==> config.mk <==
export PLATFORM = sky130hd
export DESIGN_NAME = seg7_scan_decoder
export DESIGN_NICKNAME = d
export VERILOG_FILES = /design/src/rtl/seg7_scan_decoder.sv
export SDC_FILE = /design/constraint.sdc
export NUM_CORES = 1
export LEC_CHECK = 0
export CAP_MARGIN = 10
export CORE_ASPECT_RATIO = 1.1
export CORE_MARGIN = 3
export CORE_UTILIZATION = 30
export CTS_BUF_LIST = sky130_fd_sc_hd__clkbuf_8
export CTS_CLUSTER_DIAMETER = 40
export CTS_CLUSTER_SIZE = 14
export DETAILED_ROUTE_END_ITERATION = 10
export GPL_ROUTABILITY_DRIVEN = 0
export PLACE_DENSITY = 0.56
export SLEW_MARGIN = 20
export SYNTH_ARGS = -nofsm -noshare
export SYNTH_HDL_FRONTEND = slang
export SYNTH_SLANG_ARGS = --single-unit
==> constraint.sdc <==
create_clock -name clock -period 2.6 [get_ports clock]
set_input_delay 0.26 -clock clock [delete_from_list [all_inputs] [get_ports clock]]
set_output_delay 0.26 -clock clock [all_outputs]
set_load 0.05 [all_outputs]
==> src/rtl/seg7_scan_decoder.sv <==
// Multiplexed 7-segment scan decoder: watches an active-low anode/segment bus, debounces
// each digit sample, decodes it to BCD and publishes a 4-digit frame once every digit is seen.
module seg7_scan_decoder #(
  parameter int unsigned STABLE_CYCLES = 1,
  parameter int unsigned TIMEOUT       = 1024
) (
  input  logic        clock,
  input  logic        reset,
  input  logic [6:0]  seg,
  input  logic [3:0]  an,
  output logic [15:0] bcd,
  output logic        frame_valid,
  output logic        frame_err,
  output logic        collision,
  output logic        active
);

  localparam int unsigned HoldW = $clog2(STABLE_CYCLES + 1);
  localparam int unsigned ToW   = $clog2(TIMEOUT + 1);
  localparam logic [HoldW-1:0] HoldMax = HoldW'(STABLE_CYCLES);
  localparam logic [ToW-1:0]   ToMax   = ToW'(TIMEOUT);

  typedef enum logic [0:0] {StIdle, StCollect} state_e;

  state_e            state_q, state_d;
  logic [10:0]       in_q, in_d;
  logic [HoldW-1:0]  hold_q, hold_d;
  logic              accepted_q, accepted_d;
  logic [ToW-1:0]    to_q, to_d;
  logic [3:0][3:0]   digit_q, digit_d;
  logic [3:0]        err_q, err_d;
  logic [3:0]        seen_q, seen_d;
  logic [15:0]       bcd_q, bcd_d;
  logic              fv_q, fv_d;
  logic              ferr_q, ferr_d;
  logic              coll_q, coll_d;
  logic              active_q, active_d;

  logic [3:0] an_low;
  logic [6:0] seg_s;
  logic       digit_sample, coll_sample, in_change;
  logic       accept, complete, timeout_hit;
  logic [3:0] dec_nib;
  logic       dec_err;
  logic [1:0] pos;

  assign an_low       = ~in_q[10:7];
  assign seg_s        = in_q[6:0];
  assign digit_sample = $onehot(an_low);
  assign coll_sample  = !$onehot0(an_low);

  // Segment pattern to nibble; blank decodes to F without flagging an error.
  always_comb begin
    dec_nib = 4'hF;
    dec_err = 1'b0;
    case (seg_s)
      7'b0000001: dec_nib = 4'h0;
      7'b1001111: dec_nib = 4'h1;
      7'b0010010: dec_nib = 4'h2;
      7'b0000110: dec_nib = 4'h3;
      7'b1001100: dec_nib = 4'h4;
      7'b0100100: dec_nib = 4'h5;
      7'b0100000: dec_nib = 4'h6;
      7'b0001111: dec_nib = 4'h7;
      7'b0000000: dec_nib = 4'h8;
      7'b0000100: dec_nib = 4'h9;
      7'b1111111: dec_nib = 4'hF;
      default:    dec_err = 1'b1;
    endcase
  end

  always_comb begin
    pos = 2'd0;
    case (an_low)
      4'b0010: pos = 2'd1;
      4'b0100: pos = 2'd2;
      4'b1000: pos = 2'd3;
      default: pos = 2'd0;
    endcase
  end

  always_comb begin
    in_d       = {an, seg};
    in_change  = (in_d != in_q);
    // accepted_q remembers that the current hold was already taken, so a long hold counts once.
    accept     = digit_sample && (hold_q == HoldMax) && !accepted_q;
    hold_d     = in_change ? HoldW'(1) : ((hold_q == HoldMax) ? hold_q : hold_q + 1'b1);
    accepted_d = in_change ? 1'b0 : (accepted_q | accept);

    digit_d  = digit_q;
    err_d    = err_q;
    seen_d   = seen_q;
    bcd_d    = bcd_q;
    fv_d     = 1'b0;
    ferr_d   = ferr_q;
    coll_d   = coll_q | coll_sample;
    active_d = active_q;
    state_d  = state_q;

    if (accept) begin
      digit_d[pos] = dec_nib;
      err_d[pos]   = dec_err;
      seen_d       = seen_q | an_low;
    end
    complete = accept && ((seen_q | an_low) == 4'hF);

    to_d        = accept ? '0 : ((to_q == ToMax) ? to_q : to_q + 1'b1);
    timeout_hit = !accept && (to_d == ToMax);

    if (complete) begin
      bcd_d    = digit_d;
      ferr_d   = |err_d;
      fv_d     = 1'b1;
      seen_d   = 4'b0000;
      active_d = 1'b1;
    end
    if (timeout_hit) begin
      active_d = 1'b0;
    end

    case (state_q)
      StIdle: begin
        if (accept && !complete) state_d = StCollect;
      end
      StCollect: begin
        if (complete) begin
          state_d = StIdle;
        end else if (timeout_hit) begin
          seen_d  = 4'b0000;
          state_d = StIdle;
        end
      end
      default: state_d = StIdle;
    endcase
  end

  always_ff @(posedge clock) begin
    if (reset) begin
      state_q    <= StIdle;
      in_q       <= '1;
      hold_q     <= '0;
      accepted_q <= 1'b0;
      to_q       <= '0;
      digit_q    <= {4{4'hF}};
      err_q      <= 4'b0000;
      seen_q     <= 4'b0000;
      bcd_q      <= 16'h0000;
      fv_q       <= 1'b0;
      ferr_q     <= 1'b0;
      coll_q     <= 1'b0;
      active_q   <= 1'b0;
    end else begin
      state_q    <= state_d;
      in_q       <= in_d;
      hold_q     <= hold_d;
      accepted_q <= accepted_d;
      to_q       <= to_d;
      digit_q    <= digit_d;
      err_q      <= err_d;
      seen_q     <= seen_d;
      bcd_q      <= bcd_d;
      fv_q       <= fv_d;
      ferr_q     <= ferr_d;
      coll_q     <= coll_d;
      active_q   <= active_d;
    end
  end

  assign bcd         = bcd_q;
  assign frame_valid = fv_q;
  assign frame_err   = ferr_q;
  assign collision   = coll_q;
  assign active      = active_q;

endmodule

# Word-level counts from Yosys, hierarchy flattened
# Index checks and enable logic that the tools add are counted.
# totals
ff_bits,69
wordCells,87
inputBits,13
output_inout_bits,20
# classes
reduce_logical,15
muxes,25
n_lt_le_gt_ge,3
eq_ne,18
bitwise,5
addsub,5
# ops
op,n
4-bit one-hot mux with 10 select lines,1
4-bit two-way mux,7
"11-bit == test, second input constant",2
11-bit two-way mux,2
"7-bit == test, second input constant",3
16-bit bitwise mux,1
16-bit two-way mux,1
"7-bit by 3-bit == test with 1-bit output, second input constant",2
"7-bit by 6-bit == test with 1-bit output, second input constant",2
"11-bit by 1-bit adder with 11-bit output, second input constant",1
11-bit inequality test,1
11-bit OR reduction,1
4-bit demux with 2-bit select,1
"4-bit == test, second input constant",2
1-bit two-way mux,8
"7-bit by 1-bit == test with 1-bit output, second input constant",1
"7-bit by 4-bit == test with 1-bit output, second input constant",1
"7-bit by 5-bit == test with 1-bit output, second input constant",1
7-bit zero test,1
1-bit logical AND,6
2-bit one-hot mux with 3 select lines,1
1-bit by 1-bit adder with 2-bit output,2
4-bit bitwise mux,1
"4-bit by 2-bit == test with 1-bit output, second input constant",1
16 further kinds,21

# Depth between registers and ports, before layout
# Gate-level depths: netlist of run 1.
# depth
depth_word,12
ltp_mapped,12

# Worst setup path after synthesis of run 1
# OpenSTA, ideal clock, no wires.
# synth_path
kind,reg-to-reg
from,register in_q[7]
to,register bcd_q[12] (netlist: bcd[12])
required_ps,2488
stages_incl_launch_ff,12
setup_ps,112
path_slack_ps,-113
t_arrival_ps,2601
cell_sequence,dfxtp_1 -> fa_1 -> inv_1 -> ha_1 -> inv_1 -> ha_1 -> nand4bb_1 -> nor2_1 -> and2_1 -> buf_2 -> nor2_1 -> a2111oi_1
# synth_via
elab_chain_len,9
word_cells_on_any_way,20
classes_between,add/sub: 2; order compare: 2; eq/ne: 5; mux: 5; bitwise: 2; reduce/logical: 4
# synth_rtl
element,line_no,rtl
start: declaration,26,"logic [10:0] in_q, in_d;"
start signal: assignment,154,in_q <= in_d;
4-bit NOT *,47,assign an_low = ~in_q[10:7];
4-bit == test (tied with other cells),74,case (an_low)
2-bit one-hot mux with 3 select lines,74,
2-bit by 3-bit < comparator with 1-bit output (implied by the code) or 2-bit by 1-bit >= comparator with 1-bit output (tied branches),101,digit_d[pos] = dec_nib;
1-bit logical AND (implied by the code),101,
4-bit two-way mux (implied by the code),101,
4-bit demux with 2-bit select,101,
16-bit bitwise mux,101,
16-bit two-way mux,100,if (accept) begin
end signal: assignment,147,bcd_q <= 16'h0000;
end signal: assignment,161,bcd_q <= bcd_d;
end: declaration,33,"logic [15:0] bcd_q, bcd_d;"
# Mark *: on every way between the ends. The rest lies on a longest branch, timed or not.
# A chain may end at the register's enable or synchronous reset.

# Worst setup path in the final report of run 1
# layout_path
from,register in_q[7]
to,register bcd_q[7] (netlist: bcd[7])
# Same word-level chain as after synthesis.

==> run metrics, run 1 <==
fmax between 300 and 400 MHz; Setup violations, final 0; Yosys top cell by area dfxtp_1; placed insts about 570; die height between 100 and 150 um; Final Net Count ~460; die area 12790 um2; slowest stage delay, CP 530 ps; met1 Track Usage GR around 16%; Clock Sinks 69; Area Overhead vs Synth 35.78%; later-pin clock latency in the skew report approximately 340 ps; #FFs+latches synth between 60 and 70; CP endpoint kind flop; final design utilization ~42%; worst-path maximum fanout 7; synthesized instance count just under 400; CTS tree done; Reg clk slew, reported paths 70 ps; largest family of logic cells by synthesized area simple AND/OR/NAND/NOR gates; detailed-route via count approximately 3000; initial core utilization 31.11%; vias per inst ~5.1; Initial DRT Pass Iterations 4; Worst EP arrival approximately 2800 ps; RR Startpoint in_q[7]; H-tree depth 3; vias in the first global route 2836; mapped cell area between 3000 and 4000 um2; post-route ant nets 0; slew margin rel. around two fifths; Design Area, Final approximately 4700 um2; CP required ~2800 ps; total CTS buffers 9; Power per Cell Area between 500 and 600 nW/um2; Top Usage Layer GRT met2; adder-cell share of the synthesized area under 10%; # DRC 0; Crit Reg-Reg Endpoint bcd[7]; root buffer cell clkbuf_8; placeable core region approximately 11000 um2; Synth Area in Simple Gates about a quarter; die extent in x about 110 um; Setup Skew 8.831 ps; Synth Flop Type dfxtp_1; post-synthesis xor/xnor area fraction 5.345%; mux cell area share after synthesis between 2 and 2.5%; Worst VDD drop between 0.2 and 0.25 mV; register-to-register setup slack between 10 and 15 ps; Placed Area between 4000 and 5000 um2; syn_nets 413; Slew @ Worst Pin 915.8 ps; routed length per instance ~14 um; port buffer count 32; fill cell count 1050; final worst path period share around 99%; Critical Path Slowest Stage Cell fa_1; post-synth top area share approximately 40%; async set-reset flop share out of synthesis 0%; Synth Area in Compound Gates about a fifth; layout cells sized above 1 between 20% and 30%; final slew viol count 0; register area share after synthesis roughly 40%; met2 Usage GRT a little over a fifth; row count 40; antenna cell count 0; initial antenna violation count 0; IO Count 33; Final Non-Filler Cells about 590; RSZ-0062 raised after global routing yes; Detailed Route WL ~8.6 mm; kind of critical path reg2reg; Hold Crit Start collision; Max-cap violations 0; GRT Total Usage 12.95%; CP Launch Type flop; Synth cell types 66; Pwr Total between 2 and 2.5 mW; final-report hold violation count 0; largest net degree at the start of global routing 31; R2R depth 9; number of flops mapped to enable cells by yosys 0; met3 Usage GRT 2.348%; crit-path cells fa_1 > inv_1 > ha_2 > buf_6 > ha_4 > nand4bb_4 > or3_4 > a2111oi_4 > nor4_2; Hold Crit Depth 2; static leakage 1.638 nW; total grt overflow 0; Synth Area per Inst 8.778 um2; status finished, final reports clean; worst-case clock buffer depth 2; Hold WC Path Type reg2reg; Hold EP collision; synth warn 0; initial DRC count 74; first-pass GRT wire length between 10 and 15 mm; min Tclk post-route ~2600 ps; DP HPWL slightly below 6 mm; Area contributors post-synth dfxtp_1 (40%), nor2_1 (5.2%), xnor2_1 (4.3%), o21ai_0 (3.6%), ha_1 (2.5%)
[synthesized netlist by cell type (4+ instances only)]
| cell type | number |
|---|---|
| dfxtp_1 | 69 |
| nor2_1 | 48 |
| o21ai_0 | 25 |
| nand2_1 | 22 |
| a21oi_1 | 17 |
| xnor2_1 | 17 |
| nand3_1 | 15 |
| nor3_1 | 15 |
| clkbuf_1 | 12 |
| inv_1 | 12 |
| or2_2 | 11 |
| a211oi_1 | 9 |
| a2111oi_1 | 8 |
| buf_2 | 8 |
| a31oi_1 | 7 |
| ha_1 | 7 |
| and3_1 | 5 |
| mux2i_1 | 5 |
| nand4_1 | 5 |
| and2_1 | 4 |
| buf_4 | 4 |
| nand2b_1 | 4 |
| nor2b_1 | 4 |
| o41ai_1 | 4 |
| xor2_1 | 4 |
[critical path: cells and delay by family (launching register included)]
kind	cells	cell delay, ps
DFF	1	330
buffers and inverters	2	170
and+or+nand+nor	3	790
AOI/OAI and AO/OA	1	320
adders and majority gates	3	860
[what timing repair did]
item | 4_1_cts | 5_1_grt
buffers inserted | 2 | 7
gates resized for setup | 13 | 72
gates cloned | 0 | 1
endpoints found under the setup margin | 17 | 47
hold buffers | 0 | 0
pin swaps | 7 | 21
[registers in the layout (all words and copies together), names as in the netlist]
signal / cells
bcd: 16
seen_q: 4
err_q: 4
digit_q: 16
active: 1
hold_q: 1
frame_err: 1
state_q: 1
frame_valid: 1
in_q: 11
to_q: 11
accepted_q: 1
collision: 1
[power by group]
part	internal, mW	total [mW]	switching [mW]
Sequential	1.08	1.12	0.0381
Combinational	0.139	0.296	0.157
Clock	0.586	0.987	0.401
[cell usage in the layout (no fill, tap or decap), types with 3 or more instances in the layout]
cell,Yosys,final
o21ai_0,25,19
ha_1,7,4
nand2b_1,4,4
inv_1,12,12
buf_6,2,7
clkdlybuf4s50_1,0,32
and3b_1,3,3
nor2_1,48,42
nand2_1,22,16
a31oi_1,7,7
nand4_1,5,5
a211oi_1,9,6
o21ai_1,1,3
clkbuf_8,0,11
a21oi_1,17,15
nor3_1,15,10
xnor2_1,17,17
a2111oi_2,0,7
nand3_1,15,14
buf_4,4,24
a211oi_2,0,3
nor3_2,1,6
o21ai_2,0,4
nand2_2,0,5
nor2_2,1,4
xor2_1,4,4
nor2b_1,4,4
nor2_4,0,3
mux2i_2,0,3
and3_1,5,4
dfxtp_1,69,67
or2_2,11,11
a2111oi_4,1,3
[worst max path at each step]
| stage | depth (start not counted) | end | start | slack (ps) |
|---|---|---|---|---|
| 2_1_floorplan | 10 | bcd[4] | in_q[7] | 10 |
| 3_3_place_gp | 11 | bcd[2] | in_q[7] | -20 |
| 3_5_place_dp | 10 | bcd[6] | in_q[7] | -110 |
| 4_1_cts | 11 | bcd[2] | in_q[10] | -50 |
| 5_1_grt | 11 | bcd[2] | in_q[7] | -120 |
| 6_report | 9 | bcd[7] | in_q[7] | 10 |
[metal layers]
layer / share of wire (%) / wire [um] / vias to the layer above
met1: 46 / 3943 / 1461
met4: 1.2 / 104 / 0
li1: - / - / 1514
met2: 49 / 4229 / 47
met3: 3.6 / 310 / 10
met5: 0 / 0 / -
[kinds of logic (layout without fill, tap and decap cells)]
family,Yosys count,after routing
XOR/XNOR,21,21
adder cells (fa/ha/maj),8,8
flip-flops,69,69
AND/OR/NAND/NOR,156,156
AO/OA/AOI/OAI,92,92
buffers and inverters,39,94
multiplexers,7,7
[per-stage QoR]
stage	TNS, ps	setup WS, ps	hold WS [ps]
after detailed placement	-1063	-107.3	440.9
after global routing	-1329	-115.6	488.5
after floorplan	0	9.930	366.6
final	0	14.54	449.7
after global placement	-41.33	-15.15	440.9
after CTS	-246.9	-46.56	455.5
[cell type report]
| cell class | instances | area, um2 | share of cell area (%) |
|---|---|---|---|
| clock inverter | 5 | 73.82 | 1.580 |
| multi-input combinational | 284 | 2220 | 47.51 |
| inverter | 12 | 45.04 | 0.9641 |
| sequential | 69 | 1384 | 29.62 |
| clock buffer | 11 | 151.4 | 3.240 |
| tap | 147 | 183.9 | 3.937 |
| timing repair buffer | 66 | 614.3 | 13.15 |
(Power assumes the default switching activity.)
==> inputs of run 2 (changes only) <==
--- a/config.mk
+++ b/config.mk
@@ -13,7 +13,6 @@
 export CTS_CLUSTER_DIAMETER = 40
 export CTS_CLUSTER_SIZE = 14
 export DETAILED_ROUTE_END_ITERATION = 10
-export GPL_ROUTABILITY_DRIVEN = 0
 export PLACE_DENSITY = 0.56
 export SLEW_MARGIN = 20
 export SYNTH_ARGS = -nofsm -noshare
==> results of run 2 <==
Final layout, timing and power as in run 1 (identical DEF).
==> inputs of run 3 (changes only) <==
--- a/config.mk
+++ b/config.mk
@@ -13,8 +13,8 @@
 export CTS_CLUSTER_DIAMETER = 40
 export CTS_CLUSTER_SIZE = 14
 export DETAILED_ROUTE_END_ITERATION = 10
-export PLACE_DENSITY = 0.56
-export SLEW_MARGIN = 20
+export GPL_TIMING_DRIVEN = 0
+export SLEW_MARGIN = 30
 export SYNTH_ARGS = -nofsm -noshare
 export SYNTH_HDL_FRONTEND = slang
 export SYNTH_SLANG_ARGS = --single-unit
==> run 3 against run 2 <==
Sequential power barely moved. Power fell by 6.9%. Critical path depth rose by 1. Largest power group unchanged. Critical endpoint is now bcd[4]. Worst setup slack got worse by 24 ps. Critical path type unchanged. Final cell count rose by 1.0%. Global-route usage rose by 0.69 points. Non-clock buffer count rose by 6. Cell area fell by 1.6%. Combinational power rose by 5%. The flow now finishes with violations (negative setup slack).
==> run metrics, run 3 (same netlist as run 1, synthesis figures left out) <==
DP HPWL a little under 6 mm; later-pin clock latency in the skew report around 360 ps; slew margin rel. between 40% and 50%; final worst path period share 100.4%; initial DRC count roughly 100; Worst EP arrival 2820 ps; Clk network pwr share about 37%; vias in the first global route between 2000 and 3000; GRT Total Usage a little over an eighth; final hold slack 453.2 ps; die extent in x roughly 110 um; port buffer count 32; placeable core region between 10000 and 15000 um2; Final Net Count 470; die area between 10000 and 15000 um2; final-report hold violation count 0; H-tree depth 3; Setup violations, final 3; CP Launch Type flop; static leakage roughly 1.6 nW; hold_buf cts 0; most common cell after layout, fill and taps aside dfxtp_1; worst-path maximum fanout 7; initial core utilization a little under a third; Max-cap violations 0; crit-path cells fa_1 > inv_1 > ha_2 > inv_2 > ha_4 > nand4bb_4 > or3_1 > buf_8 > a2111oi_4 > nor4_1; Pwr Total around 2.2 mW; Detailed Route WL around 8.4 mm; root buffer cell clkbuf_8; Final Non-Filler Cells 600; Net Sw Power ~600 uW; slowest stage delay, CP between 500 and 600 ps; first-pass GRT wire length 14.00 mm; final slew viol count 0; CP endpoint kind flop; Clock Sinks roughly 70; largest net degree at the start of global routing 12; Slew @ Worst Pin 787.4 ps; Area Overhead vs Synth 33.56%; register share of total power around half; area occupied by multi-input gates roughly 2200 um2; placed insts 571; initial antenna violation count 0; switch share between 20 and 30%; Design Area, Final 4596 um2; worst-case clock buffer depth 2; layout cells sized above 1 24.72%; Setup Skew about 13 ps; IO Count 33; fmax around 380 MHz; Critical Path Slowest Stage Cell fa_1; most frequent cells in the layout dfxtp_1 (67), nor2_1 (44), clkdlybuf4s50_1 (32), o21ai_0 (22), nand2_1 (18); Hold WC Path Type reg2reg; # DRC 0; RSZ-0062 raised after global routing yes; Power per Cell Area approximately 500 nW/um2; kind of critical path reg2reg; P_int between 1.5 and 2 mW; status complete, but fails checks; Worst VDD drop between 0.15 and 0.2 mV; Combinational Power Share 13.8%; final design utilization about two fifths; total grt overflow 0; fill cell count approximately 1100; post-route ant nets 0; die height ~120 um; FF/Latch Area 1389 um2; total CTS buffers 9; min Tclk post-route approximately 2600 ps; vias per inst about 5; final worst slack -9.881 ps; Final GP Congestion around 0.8; CP required about 2800 ps; Placed Area 3978 um2; CTS tree done; failing checks negative setup slack; routed length per instance 14.08 um; row count 40; Reg clk slew, reported paths 70 ps; Initial DRT Pass Iterations 4; detailed-route via count between 3000 and 4000; antenna cell count 0
-- run 3: cell count changes in the layout (fill, tap and decap cells not counted), sizes merged, moves of 2 or more --
| cell | delta |
|---|---|
| clkbuf | +13 |
| clkinvlp | +2 |
| bufinv | -2 |
| buf | -6 |
-- run 3: what timing repair did --
item,4_1_cts,5_1_grt
setup buffers,6,7
endpoints found under the setup margin,46,32
pin swaps,8,13
gates resized for setup,32,43
cloned,0,1
-- run 3: worst max-delay path, delay by kind of cell, from the launching register on --
| kind | cells | cell delay [ps] |
|---|---|---|
| compound gates | 1 | 260 |
| buf+inv | 3 | 260 |
| fa+ha+maj | 3 | 900 |
| flops | 1 | 350 |
| simple gates | 3 | 700 |
-- run 3: through the flow --
| step | TNS, ps | setup slack [ps] |
|---|---|---|
| finish | -22.91 | -9.881 |
| global route | -1506 | -135.8 |
| CTS | -60.94 | -17.29 |
| detailed placement | -9263 | -378.0 |
| global placement | -6775 | -340.8 |
| floorplan | 0 | 9.930 |
-- run 3: routing by layer --
| metal | vias up | track usage [%] | wire [um] |
|---|---|---|---|
| li1 | 1525 | - | - |
| met1 | 1431 | 16.63 | 3759 |
| met2 | 43 | 22.98 | 4273 |
| met3 | 14 | 2.785 | 249 |
| met4 | 0 | 5.919 | 166 |
| met5 | - | 0 | 0 |
-- run 3: path summary, 6_finish.rpt --
kind / slack [ps] / from / depth (start not counted) / to
worst min register to register: 450 / collision / 2 / collision
worst max-delay path: -10 / in_q[7] / 10 / bcd[4]
worst min-delay path: 450 / collision / 2 / collision
worst max register to register: -10 / in_q[7] / 10 / bcd[4]
-- run 3: layout make-up --
| cell class | instances | area share, % |
|---|---|---|
| inverters | 12 | 0.9801 |
| repair buffers | 45 | 9.257 |
| flip-flops and latches | 69 | 30.22 |
| multi-input cells | 285 | 47.40 |
| well taps | 147 | 4.002 |
| plain buffers | 27 | 4.111 |
| clock buffers | 12 | 3.594 |
| clock inverters | 3 | 0.4356 |
-- run 3: power by group through the flow --
stage                     clock (mW)  combinational [mW]  sequential, mW
after floorplan                    0               0.177            1.13
after global placement             0               0.251            1.13
after detailed placement           0               0.255            1.13
after CTS                      0.850               0.284            1.11
after global routing           0.899               0.341            1.11
final                          0.823               0.310            1.11
